[config.mk]
export PLATFORM = sky130hd
export DESIGN_NAME = muldiv_unit
export DESIGN_NICKNAME = d
export VERILOG_FILES = /design/src/rtl/muldiv_unit.sv
export SDC_FILE = /design/constraint.sdc
export NUM_CORES = 1
export LEC_CHECK = 0
export ABC_AREA = 1
export CAP_MARGIN = 20
export CELL_PAD_IN_SITES_DETAIL_PLACEMENT = 2
export CELL_PAD_IN_SITES_GLOBAL_PLACEMENT = 2
export CORE_ASPECT_RATIO = 1.2
export CORE_UTILIZATION = 33
export CTS_CLUSTER_SIZE = 8
export DETAILED_ROUTE_END_ITERATION = 10
export GPL_TIMING_DRIVEN = 0
export PLACE_DENSITY_LB_ADDON = 0.1
export SYNTH_ARGS = -nofsm -noshare
export SYNTH_HDL_FRONTEND = slang
export SYNTH_SLANG_ARGS = --single-unit
[constraint.sdc]
create_clock -name clk -period 3.1 [get_ports clk]
set_input_delay 0.62 -clock clk [delete_from_list [all_inputs] [get_ports clk]]
set_output_delay 0.62 -clock clk [all_outputs]
set_load 0.01 [all_outputs]
[src/rtl/muldiv_unit.sv]
// Iterative signed/unsigned multiply and restoring divide with a HI/LO result pair.
// Optional zero-operand early-out when MULDIV_EARLY_OUT_EN is defined.
module muldiv_unit #(
  parameter int WIDTH = 32,
  parameter int CNT_W = 6
) (
  input  logic             clk,
  input  logic             reset_n,
  input  logic             start,
  input  logic [1:0]       op,
  input  logic [WIDTH-1:0] a,
  input  logic [WIDTH-1:0] b,
  input  logic             cancel,
  output logic             busy,
  output logic             done,
  output logic [WIDTH-1:0] hi,
  output logic [WIDTH-1:0] lo,
  output logic             div_by_zero
);

  typedef enum logic [2:0] {
    IDLE, PREP, RUN, FIX, DONE
  } state_t;

  state_t state, state_nxt;

  logic [1:0]         op_r;
  logic [WIDTH-1:0]   a_r, b_r, m_r;
  logic [2*WIDTH-1:0] acc;
  logic [CNT_W-1:0]   cnt;
  logic               sgn_q, sgn_r;
  logic [WIDTH-1:0]   hi_r, lo_r;
  logic               dz_r;

  logic               is_div, sgn_op, take, skip, b_zero;
  logic [WIDTH-1:0]   abs_a, abs_b;
  logic [WIDTH:0]     mul_sum, rem_sh, diff;
  logic [2*WIDTH-1:0] mul_nxt, div_nxt, prod;
  logic [WIDTH-1:0]   quo, rem, fix_hi, fix_lo;

  assign is_div = op_r[1];
  assign sgn_op = ~op_r[0];
  assign b_zero = (b_r == '0);
  assign take   = start & ~cancel & ((state == IDLE) | (state == DONE));

`ifdef MULDIV_EARLY_OUT_EN
  assign skip = is_div ? b_zero : ((a_r == '0) | b_zero);
`else
  assign skip = 1'b0;
`endif

  assign abs_a = (sgn_op & a_r[WIDTH-1]) ? -a_r : a_r;
  assign abs_b = (sgn_op & b_r[WIDTH-1]) ? -b_r : b_r;

  // multiplier sits in the low half and shifts out as the product shifts in
  assign mul_sum = {1'b0, acc[2*WIDTH-1:WIDTH]}
                 + (acc[0] ? {1'b0, m_r} : '0);
  assign mul_nxt = {mul_sum, acc[WIDTH-1:1]};

  assign rem_sh  = acc[2*WIDTH-1:WIDTH-1];
  assign diff    = rem_sh - {1'b0, m_r};
  assign div_nxt = diff[WIDTH]
                 ? {rem_sh[WIDTH-1:0], acc[WIDTH-2:0], 1'b0}
                 : {diff[WIDTH-1:0], acc[WIDTH-2:0], 1'b1};

  assign prod = sgn_q ? -acc : acc;
  assign quo  = sgn_q ? -acc[WIDTH-1:0] : acc[WIDTH-1:0];
  assign rem  = sgn_r ? -acc[2*WIDTH-1:WIDTH] : acc[2*WIDTH-1:WIDTH];

  always_comb begin
    fix_hi = prod[2*WIDTH-1:WIDTH];
    fix_lo = prod[WIDTH-1:0];
    if (is_div) begin
      fix_hi = b_zero ? a_r : rem;
      fix_lo = b_zero ? '1 : quo;
    end
  end

  always_ff @(posedge clk or negedge reset_n) begin
    if (!reset_n) state <= IDLE;
    else          state <= state_nxt;
  end

  always_comb begin
    state_nxt = state;
    if (cancel) begin
      state_nxt = IDLE;
    end else begin
      unique case (state)
        IDLE: if (start) state_nxt = PREP;
        PREP: state_nxt = skip ? FIX : RUN;
        RUN:  if (cnt == CNT_W'(WIDTH-1)) state_nxt = FIX;
        FIX:  state_nxt = DONE;
        DONE: state_nxt = start ? PREP : IDLE;
        default: state_nxt = IDLE;
      endcase
    end
  end

  always_ff @(posedge clk or negedge reset_n) begin
    if (!reset_n) begin
      op_r  <= '0;
      a_r   <= '0;
      b_r   <= '0;
      m_r   <= '0;
      acc   <= '0;
      cnt   <= '0;
      sgn_q <= 1'b0;
      sgn_r <= 1'b0;
      hi_r  <= '0;
      lo_r  <= '0;
      dz_r  <= 1'b0;
    end else begin
      dz_r <= 1'b0;
      if (take) begin
        op_r <= op;
        a_r  <= a;
        b_r  <= b;
      end
      unique case (state)
        PREP: begin
          sgn_q <= sgn_op & (a_r[WIDTH-1] ^ b_r[WIDTH-1]);
          sgn_r <= sgn_op & is_div & a_r[WIDTH-1];
          cnt   <= '0;
          m_r   <= is_div ? abs_b : abs_a;
          acc   <= skip ? '0
                 : {{WIDTH{1'b0}}, (is_div ? abs_a : abs_b)};
        end
        RUN: begin
          acc <= is_div ? div_nxt : mul_nxt;
          cnt <= cnt + 1'b1;
        end
        FIX: begin
          if (!cancel) begin
            hi_r <= fix_hi;
            lo_r <= fix_lo;
            dz_r <= is_div & b_zero;
          end
        end
        default: ;
      endcase
    end
  end

  assign busy        = (state == PREP) | (state == RUN) | (state == FIX);
  assign done        = (state == DONE);
  assign hi          = hi_r;
  assign lo          = lo_r;
  assign div_by_zero = dz_r;

endmodule

# == Word-level counts from Yosys, hierarchy flattened ==
# Cells that the tools add are included.
# classes
add_sub_neg,8
eq_ne,7
n_mux,23
n_bitwise,14
reduce_logical,5
# op_table
op,n
32-bit two-way mux,11
64-bit two-way mux,3
32-bit negation,4
64-bit one-hot mux with 2 select lines,1
64-bit negation,1
32-bit by 32-bit adder with 33-bit output,1
33-bit by 32-bit subtractor with 33-bit output,1
32-bit logical NOT,1
3-bit one-hot mux with 5 select lines,1
6-bit one-hot mux with 2 select lines,1
3-bit two-way mux,3
1-bit bitwise AND,8
6-bit by 1-bit adder with 6-bit output (second input constant),1
3-bit by 2-bit equality test with 1-bit output (second input constant),2
6-bit by 5-bit equality test with 1-bit output (second input constant),1
3-bit != test (second input constant),2
2-bit AND reduction,2
3-bit by 1-bit equality test with 1-bit output (second input constant),1
3-bit equality test (second input constant),1
3-bit logical NOT,1
1-bit two-way mux,3
1-bit bitwise OR,3
1-bit NOT,2
2-bit nonzero test,1
1-bit bitwise XOR,1
# totals
ff_bits,238
inputBits,70
wordCells,69

# == Longest topological paths before layout ==
# Gate-level depths: netlist of the first run.
# logic_depth
depth_word,5
mapped_depth,22

# == Worst setup path before layout of the first run ==
# No wires, ideal clock.
# synth_timing
kind,register to register
start,register acc[0]
end,register acc[57]
t_arrival_ns,2.384
required_ns,2.983
setup_slack_ns,0.599
stages_incl_launch_ff,22
path_cell_list,dfrtp_1 -> buf_6 -> clkbuf_1 -> nand2_1 -> inv_1 -> ha_1 -> inv_1 -> fa_1 -> inv_1 -> nand3_1 -> nand2_1 -> nand2_1 -> nand2_1 -> nand2_1 -> nand2_1 -> nand2_1 -> nand3_1 -> nor2_1 -> o21ai_0 -> inv_1 -> nand2_1 -> nand2_1
# synth_between
elab_chain_len,4
# synth_rtl
element,line_no,rtl
"start, declared",29,logic [2*WIDTH-1:0] acc;
"start signal, assigned",126,acc <= skip ? '0
"start signal, assigned",130,acc <= is_div ? div_nxt : mul_nxt;
32-bit two-way mux,57,"+ (acc[0] ? {1'b0, m_r} : '0);"
32-bit by 32-bit adder with 33-bit output,57,
64-bit two-way mux,130,
64-bit one-hot mux with 2 select lines,120,unique case (state)
# No other way between the ends.
# A chain may end at the register's enable or synchronous reset.

# == Worst setup path in the final report of the first run ==
# layout_timing
start,register acc[33]
end,"register hi_r[24], in the netlist hi[24]"
# layout_between
elab_chain_len,4
# layout_rtl
element,line_no,rtl
32-bit negation,68,assign rem = sgn_r ? -acc[2*WIDTH-1:WIDTH] : acc[2*WIDTH-1:WIDTH];
32-bit two-way mux,68,
32-bit two-way mux,74,fix_hi = b_zero ? a_r : rem;
32-bit two-way mux *,73,if (is_div) begin
"end signal, assigned",135,hi_r <= fix_hi;
"end, declared",32,"logic [WIDTH-1:0] hi_r, lo_r;"
# Mark *: on every way between the ends. The rest lies on a longest branch, timed or not.

==> results of run 1 <==
[flip-flops by register name, summed over array words and instances (netlist names)]
register and count:
sgn_r 1, m_r 32, hi 32, b_r 32, cnt 6, a_r 32
lo 32, state 3, div_by_zero 1, sgn_q 1, acc 64, op_r 2
[power groups by stage]
stage / logic [uW] / clock network (uW) / registers (uW)
2_1_floorplan: 11800 / 0 / 5440
3_5_place_dp: 20000 / 0 / 6340
5_1_grt: 22300 / 3940 / 6400
4_1_cts: 20300 / 3840 / 6320
3_3_place_gp: 19300 / 0 / 6280
6_report: 20900 / 3820 / 6400
[tightest hold or removal path, cell delays in order (launching register included)]
cell and delay, ns:
dfrtp_1 0.34, nand2_1 0.05, nand2_1 0.05
[placed cells by master (no fill, tap or decap), types with 14 or more instances in the layout]
cell type and instances:
nand4_1 46, clkbuf_16 37, nand2_2 23, ha_1 66
o21ai_1 27, dfrtp_1 236, o211ai_1 74, inv_2 14
clkdlybuf4s50_1 135, o22ai_1 19, clkbuf_1 72, buf_6 15
xor2_1 77, a21oi_1 157, nor2_1 366, nand3_1 337
nand2_1 1024, buf_2 26, nor3_1 29, o21ai_0 149
inv_1 430, nor2_2 24
[layout make-up]
| type | instances | area (sq um) |
|---|---|---|
| plain buffers | 125 | 624.3 |
| clock buffers | 42 | 954.7 |
| fillers | 7777 | 37690 |
| inverters | 447 | 1687 |
| multi-input cells | 2563 | 12820 |
| flip-flops and latches | 238 | 5958 |
| repair buffers | 149 | 1523 |
| clock inverters | 6 | 37.54 |
| well taps | 816 | 1021 |
[final timing paths]
path,endpoint,cells past startpoint,startpoint
max,hi[24],11,acc[33]
min,hi[31],2,hi[31]
max reg2reg,hi[24],11,acc[33]
min reg2reg,hi[31],2,hi[31]
max in group asynchronous,lo[3],4,reset_n
min in group asynchronous,m_r[25],2,reset_n
[cell families (layout without fill, tap and decap cells)]
| kind of cell | count (synthesis) | count (layout) |
|---|---|---|
| fa+ha+maj | 71 | 71 |
| flops | 238 | 238 |
| buf+inv | 572 | 769 |
| compound gates | 493 | 493 |
| xor+xnor | 90 | 90 |
| mux | 12 | 12 |
| simple gates | 1897 | 1897 |
[cells in the mapped netlist, types with 14 or more instances]
cell and count:
clkbuf_1 71, ha_1 69, a21oi_1 162, nor2_1 372
xor2_1 77, nand3_1 344, buf_2 26, o21ai_1 25
nor3_1 30, o211ai_1 74, nand4_1 46, o22ai_1 19
inv_1 432, nand2_1 1036, nor2_2 20, dfrtp_1 238
o21ai_0 154, inv_2 14
[through the flow]
step	util	hold slack, ns	cell area (sq um)	setup WS [ns]	cells
floorplan	-	0.3244	20900	0.5992	3373
global placement	0.3737	0.4605	23280	-9.663	4325
detailed placement	0.3746	0.4762	23340	-0.4050	4327
CTS	0.3918	0.4899	24410	0.009527	4379
global route	0.3951	0.5116	24620	-0.05940	4386
finish	0.3951	0.4816	24620	0.02063	4386
[repair_timing]
item	CTS	global route
buffers inserted	3	6
pin swaps	0	6
hold buffers	1	0
endpoints found under the hold margin	1	0
setup endpoints to repair	37	29
gates resized for setup	20	39
[per-layer routing]
layer	global-route usage	up-vias	wire [um]
met4	0.2588	6	9502
li1	-	11240	-
met2	0.6832	984	62620
met3	0.05366	363	7065
met5	0	-	41
met1	0.4691	12850	51160
==> flow_metrics.env, run 1 <==
export IMPL_status="complete, no violations"
export IMPL_drt_iter0_markers=1887
export IMPL_grt_pass1_vias=27490
export IMPL_die_h_um=277.7
export IMPL_synthSimpleGateAreaFrac=0.3807
export IMPL_gp_congestion=0.9920
export IMPL_vias=25440
export IMPL_routedWlPerCell_um=29.73
export IMPL_yosysSeqAreaShare=0.2850
export IMPL_synth_cells=3373
export IMPL_setup_viol=0
export IMPL_syn_area_per_cell_sq_um=6.196
export IMPL_drive_gt1_frac=0.06583
export IMPL_antenna_left=0
export IMPL_cts_max_path_buffers=3
export IMPL_yosysUniqueCellTypes=56
export IMPL_synth_compound_area_frac=0.1372
export IMPL_intPower_uw=12530
export IMPL_finalWirelength_um=130400
export IMPL_slowest_delay_ns=0.49
export IMPL_via_per_inst=5.800
export IMPL_combPwrFrac=0.671
export IMPL_synth_flop_cell="dfrtp_1"
export IMPL_p_leak_uw=0.01226
export IMPL_cts_sinks=238
export IMPL_period_share=0.9933
export IMPL_nets=3702
export IMPL_finalMaxSlewViolations=0
export IMPL_arrival_ns=3.51
export IMPL_swShare=0.5969
export IMPL_ys_async_sr_fraction=1.000
export IMPL_cp_start_kind="register"
export IMPL_hold_viol=0
export IMPL_tns_ns=0
export IMPL_first_pass_iters=5
export IMPL_grt_max_degree=113
export IMPL_synth_xor_area_share=0.03772
export IMPL_r2r_setup_slack_ns=0.02
export IMPL_ir_worst_vdd_mv=0.5321
export IMPL_io_pins=137
export IMPL_crit_fanout=6
export IMPL_cp_buffers_inverters=1
export IMPL_drc=0
export IMPL_start_util=0.3354
export IMPL_maxCapViolCount=0
export IMPL_root_buffer="clkbuf_16"
export IMPL_dp_hpwl_um=107000
export IMPL_area_growth_pct=17.80
export IMPL_die_w_um=231.7
export IMPL_synth_top_family_by_area="simple AND/OR/NAND/NOR gates"
export IMPL_synth_top_cell_area_share=0.2850
export IMPL_synth_mux_area_frac=0.006466
export IMPL_max_freq_ghz=0.3247
export IMPL_cts_tree="done"
export IMPL_p_sw_uw=18560
export IMPL_grt_use_total=0.4011
export IMPL_yosys_warnings=0
export IMPL_antenna_found_initial=7
export IMPL_clockPowerShare=0.123
export IMPL_grt_pass1_wl_um=186900
export IMPL_worstSetupEndpointType="register"
export IMPL_tightest_slew_ns=1.243
export IMPL_syn_area_sq_um=20900
export IMPL_core_sq_um=62310
export IMPL_dieArea_sq_um=64350
export IMPL_fin_skew_ns=0.03859
export IMPL_pwr_share_seq=0.206
export IMPL_power_density_nw_per_um2=1263
export IMPL_final_min_clock_period_ns=3.079
export IMPL_clk_latency_ns=0.58
export IMPL_worstSetupPathType="register to register"
export IMPL_clkSlewWorstSetupHoldPaths_ns=0.06
export IMPL_synth_edf_count=0
export IMPL_relSlewSlack=0.1713
export IMPL_rows=100
export IMPL_crit_chain="inv_1, ha_1, nand2_1, nor2_2, nand3_2, o21ai_1, nand3_1, nand3_1, nand3_1, nand2_1, nand2_1"
export IMPL_antenna_diode_count=0
export IMPL_path_delay_family="simple AND/OR/NAND/NOR gates"
export IMPL_synth_nets=3514
export IMPL_cts_inserted_buffers=37
export IMPL_io_buffers=136
export IMPL_synthTopCellsByArea="dfrtp_1 28%, nand2_1 19%, nand3_1 8.2%, inv_1 7.8%, nor2_1 6.7%"
export IMPL_synth_fa_ha_area_frac=0.04322
export IMPL_min_delay_path_class="register to register"
export IMPL_critical_path_required_ns=3.53
export IMPL_power_uw=31100
export IMPL_synth_seq_cells=238
export IMPL_slowest_stage="dfrtp_1"
export IMPL_synth_largest_area_cell="dfrtp_1"
export IMPL_overflow=0
export IMPL_htreeDepth=2
Power figures use the tool's default switching activity.
==> inputs of run 2 (changes only) <==
Settings changed: CELL_PAD_IN_SITES_DETAIL_PLACEMENT 2 to 0, CELL_PAD_IN_SITES_GLOBAL_PLACEMENT 2 to 1, CORE_UTILIZATION 33 to 35.
==> run 2 against run 1 <==
  * The flow now finishes with violations (negative hold slack)
  * Maximum frequency is 0.80% higher
  * Clock skew increased by 0.012 ns
  * Highest routed layer unchanged
  * Wire length down 14%
  * Total power down 4.1%
  * Hold slack worse by 0.49 ns
  * Combinational power shrank 6%
  * Utilization up 2.2 points
  * Worst setup slack improved by 0.024 ns
  * Non-clock buffer count is 6 lower
  * Die area decreased by 5.7%
  * Via count decreased by 5.1%
  * Cell area decreased by 0.46%
==> flow_metrics.env, run 2 (synthesis results as in run 1) <==
export IMPL_gp_congestion=0.9968
export IMPL_status="complete, but fails checks"
export IMPL_cts_max_path_buffers=3
export IMPL_maxCapViolCount=0
export IMPL_critical_path_required_ns=3.61
export IMPL_register_area_sq_um=5962
export IMPL_io_buffers=136
export IMPL_first_pass_iters=5
export IMPL_hold_viol=1
export IMPL_hold_ws_ns=-0.01269
export IMPL_crit_fanout=8
export IMPL_io_pins=137
export IMPL_worst_path_most_repeated_cell="nand2_1"
export IMPL_clockPowerShare=0.131
export IMPL_max_freq_ghz=0.3273
export IMPL_dieArea_sq_um=60700
export IMPL_ir_worst_vdd_mv=0.5621
export IMPL_fin_skew_ns=0.05083
export IMPL_overflow=0
export IMPL_crit_chain="nor2_1, nand2_1, nor2_1, nand2_1, nor2_1, nor2_1, nand2_1, nand2_1, o21ai_0, nand2_1, nand2_1"
export IMPL_die_h_um=269.7
export IMPL_antenna_left=0
export IMPL_cp_startpoint="acc[35]"
export IMPL_multiInputGateArea_sq_um=12710
export IMPL_grt_pass1_vias=23560
export IMPL_via_per_inst=5.538
export IMPL_place_inst=4303
export IMPL_fillers=6585
export IMPL_dp_hpwl_um=92370
export IMPL_violations="negative hold slack"
export IMPL_setup_viol=0
export IMPL_grt_max_degree=99
export IMPL_antenna_found_initial=4
export IMPL_rows=97
export IMPL_finalWirelength_um=111600
export IMPL_top_register="acc"
export IMPL_vias=24130
export IMPL_start_util=0.3558
export IMPL_relSlewSlack=0.2023
export IMPL_power_density_nw_per_um2=1217
export IMPL_finalMaxSlewViolations=0
export IMPL_clkSlewWorstSetupHoldPaths_ns=0.05
export IMPL_routedWlPerCell_um=25.61
export IMPL_final_min_clock_period_ns=3.055
export IMPL_grt_use_total=0.3673
export IMPL_cp_start_kind="register"
export IMPL_nets=3696
export IMPL_p_sw_uw=17220
export IMPL_slowest_stage="dfrtp_1"
export IMPL_htreeDepth=2
export IMPL_min_delay_path_class="input port to async pin"
export IMPL_fin_ws_ns=0.04510
export IMPL_tightest_slew_ns=1.197
export IMPL_drt_iter0_markers=2462
export IMPL_core_sq_um=58740
export IMPL_cts_inserted_buffers=37
export IMPL_cts_sinks=238
export IMPL_worstSetupPathType="register to register"
export IMPL_area_growth_pct=17.27
export IMPL_grt_pass1_wl_um=160600
export IMPL_r2r_start="acc[35]"
export IMPL_tns_ns=0
export IMPL_swShare=0.5774
export IMPL_period_share=0.9855
export IMPL_drive_gt1_frac=0.05836
export IMPL_slowest_delay_ns=0.59
export IMPL_intPower_uw=12610
export IMPL_final_common_cell="nand2_1"
export IMPL_dp_slack_ns=-0.3810
export IMPL_p_leak_uw=0.01224
export IMPL_worstSetupEndpointType="register"
export IMPL_drc=0
export IMPL_fin_cells=4357
export IMPL_combPwrFrac=0.661
export IMPL_largest_reg_flops=64
export IMPL_cts_tree="done"
export IMPL_root_buffer="clkbuf_16"
export IMPL_clk_latency_ns=0.59
export IMPL_arrival_ns=3.56
export IMPL_pwr_share_seq=0.208
export IMPL_die_w_um=225.1
export IMPL_final_cell_mix="1,032 x nand2_1, 430 x inv_1, 372 x nor2_1, 337 x nand3_1, 233 x dfrtp_1"
-- run 2: worst max-delay path, delay by kind of cell (launching register included) --
| family | cells | cell delay (ns) |
|---|---|---|
| compound gates | 1 | 0.42 |
| flops | 1 | 0.59 |
| simple gates | 10 | 2.00 |
-- run 2: layout make-up --
class | count | share of cell area
buffer | 124 | 0.02537
sequential | 238 | 0.2433
tap | 792 | 0.04043
inverter | 447 | 0.06882
multi-input combinational | 2563 | 0.5185
clock buffer | 43 | 0.03997
clock inverter | 5 | 0.003216
antenna | 1 | 0.0001021
timing repair buffer | 144 | 0.06034
-- run 2: per-stage QoR --
stage               total power (uW)    util  cell area [sq um]
global route                   31680  0.4172              24510
floorplan                      17250       -              20900
CTS                            29340  0.4155              24400
finish                         29830  0.4172              24510
detailed placement             25290  0.3969              23310
global placement               25270  0.3958              23250
-- run 2: routing by layer --
layer | global-route usage | vias up | routed length (um) | part of all wire
met5 | 0 | - | 40 | 0.00036
met4 | 0.2023 | 6 | 7311 | 0.066
met3 | 0.07279 | 275 | 8735 | 0.078
met2 | 0.5885 | 1121 | 50300 | 0.45
met1 | 0.4600 | 11490 | 45180 | 0.40
li1 | - | 11240 | - | -
-- run 2: final timing paths --
path	slack [ns]	end	depth (start not counted)
hold / removal	-0.01	m_r[24]	1
hold reg to reg	0.48	hi[3]	2
setup reg to reg	0.05	hi[5]	11
setup / recovery	0.05	hi[5]	11
min in group clk	0.48	hi[3]	2
max in group asynchronous	1.71	lo[5]	3
-- run 2: power groups by stage --
stage	combinational [uW]	clock [uW]	sequential, uW
floorplan	11800	0	5440
global placement	19100	0	6170
detailed placement	19100	0	6180
CTS	19200	3950	6140
global route	21300	4070	6270
finish	19700	3910	6190
-- run 2: timing repair --
action	CTS	global route
hold buffers	0	0
pin swaps	0	2
gates resized for setup	7	22
setup buffers	3	3
setup endpoints to repair	32	23
==> inputs of run 3 (changes only) <==
Clock period 3.1 ns to 3.4 ns, I/O delays scaled along.
==> run 3 against run 2 <==
  * The run now ends clean
  * Via count up 0.42%
  * Wire length is essentially flat
  * Die area stayed put
  * Total power down 9.2%
  * Sequential share of layout area increased by 0.10 points
  * First-iteration DRC count up 5.7%
  * Critical path type unchanged
==> flow_metrics.env, run 3 (synthesis results as in run 1) <==
export IMPL_status="complete, no violations"
export IMPL_slowest_delay_ns=0.45
export IMPL_maxCapViolCount=0
export IMPL_drive_gt1_frac=0.05198
export IMPL_final_min_clock_period_ns=3.230
export IMPL_cts_max_path_buffers=3
export IMPL_worstSetupEndpointType="register"
export IMPL_tns_ns=0
export IMPL_max_freq_ghz=0.3096
export IMPL_fin_skew_ns=0.04574
export IMPL_p_leak_uw=0.01220
export IMPL_period_share=0.9499
export IMPL_grt_use_met2=0.5915
export IMPL_use_met1=0.4626
export IMPL_root_buffer="clkbuf_16"
export IMPL_nets=3691
export IMPL_drc=0
export IMPL_setup_viol=0
export IMPL_crit_fanout=10
export IMPL_clk_latency_ns=0.59
export IMPL_dp_hpwl_um=92370
export IMPL_die_h_um=269.7
export IMPL_die_w_um=225.1
export IMPL_first_pass_iters=6
export IMPL_cts_inserted_buffers=37
export IMPL_arrival_ns=3.69
export IMPL_worstSetupPathType="register to register"
export IMPL_gr_usage_met3=0.06832
export IMPL_power_density_nw_per_um2=1111
export IMPL_core_sq_um=58740
export IMPL_routedWlPerCell_um=25.62
export IMPL_cts_tree="done"
export IMPL_cp_buffers_inverters=3
export IMPL_crit_chain="inv_1, ha_2, fa_1, inv_1, nand2_1, nand2_1, nand3_1, nand2_2, nand2_1, nand2_2, nand2_2, nand3_1, nand2_4, buf_6, nand3_1, nand3_1, nand2_1, nand2_1"
export IMPL_io_pins=137
export IMPL_path_delay_family="simple AND/OR/NAND/NOR gates"
export IMPL_tightest_slew_ns=1.224
export IMPL_power_uw=27100
export IMPL_drt_iter0_markers=2602
export IMPL_area_growth_pct=16.67
export IMPL_cts_sinks=238
export IMPL_min_delay_path_class="input port to async pin"
export IMPL_grt_pass1_wl_um=160700
export IMPL_clkSlewWorstSetupHoldPaths_ns=0.06
export IMPL_antenna_found_initial=3
export IMPL_grt_max_degree=99
export IMPL_ir_worst_vdd_mv=0.5098
export IMPL_grt_use_total=0.3673
export IMPL_htreeDepth=2
export IMPL_finalMaxSlewViolations=0
export IMPL_final_cell_mix="1,036 x nand2_1, 431 x inv_1, 372 x nor2_1, 344 x nand3_1, 237 x dfrtp_1"
export IMPL_grt_pass1_vias=23520
export IMPL_start_util=0.3558
export IMPL_antenna_left=0
export IMPL_grt_busiest_layer="met2"
export IMPL_overflow=0
export IMPL_top_register="acc"
export IMPL_vias=24230
export IMPL_hold_viol=0
export IMPL_relSlewSlack=0.1843
export IMPL_final_common_cell="nand2_1"
export IMPL_gp_congestion=0.9968
export IMPL_hold_ws_ns=0.03340
export IMPL_hold_buffers=0
export IMPL_via_per_inst=5.568
export IMPL_io_buffers=136
export IMPL_cp_start_kind="register"
export IMPL_largest_reg_flops=64
export IMPL_rsz0062_at_grt="no"
export IMPL_finalWirelength_um=111500
export IMPL_dieArea_sq_um=60700
export IMPL_rows=97
export IMPL_critical_path_required_ns=3.86
export IMPL_slowest_stage="dfrtp_2"
export IMPL_worst_path_most_repeated_cell="nand2_1"
==> run 3: per-stage QoR <==
stage	setup WS, ns	cell area [sq um]	util	cells
3_5_place_dp	-0.08104	23310	0.3969	4303
5_1_grt	0.05067	24380	0.4151	4351
4_1_cts	0.05656	24370	0.4148	4350
6_report	0.1704	24380	0.4151	4352
3_3_place_gp	-9.286	23250	0.3958	4301
2_1_floorplan	0.8992	20900	-	3373
==> run 3: final timing paths <==
| check | slack (ns) | cells after the start | startpoint | end |
|---|---|---|---|---|
| max | 0.17 | 18 | acc[31] | acc[58] |
| min | 0.03 | 1 | reset_n | m_r[24] |
| max reg2reg | 0.17 | 18 | acc[31] | acc[58] |
| min reg2reg | 0.48 | 2 | hi[3] | hi[3] |
| max in group asynchronous | 1.97 | 3 | reset_n | lo[5] |
| min in group clk | 0.48 | 2 | hi[3] | hi[3] |
==> run 3: where the power goes <==
group	internal, uW	leakage, uW	switching [uW]
clock network	2100	0.000515	1470
registers	3950	0.00291	1700
logic	5380	0.00878	12500
total	11400	0.0122	15700
==> run 3: timing repair <==
| action | CTS | global route |
|---|---|---|
| gates cloned | 0 | 0 |
| gates resized for setup | 1 | 2 |
| endpoints found under the setup margin | 6 | 4 |
| setup buffers | 0 | 1 |
==> run 3: layout make-up <==
| cell class | instances | area, sq um |
|---|---|---|
| clock buffer | 43 | 979.7 |
| timing repair buffer | 139 | 1429 |
| fill | 6592 | 34360 |
| antenna | 1 | 2.502 |
| multi-input combinational | 2563 | 12650 |
| inverter | 447 | 1683 |
| buffer | 124 | 610.6 |
| sequential | 238 | 5957 |
| clock inverter | 5 | 78.83 |
| tap | 792 | 991.0 |
==> run 3: layer usage <==
metal  wire length [um]  vias to the layer above
met5                 27                        -
met4               7114                        4
met3               8902                      270
met2              50400                     1142
met1              45060                    11580
li1                   -                    11240
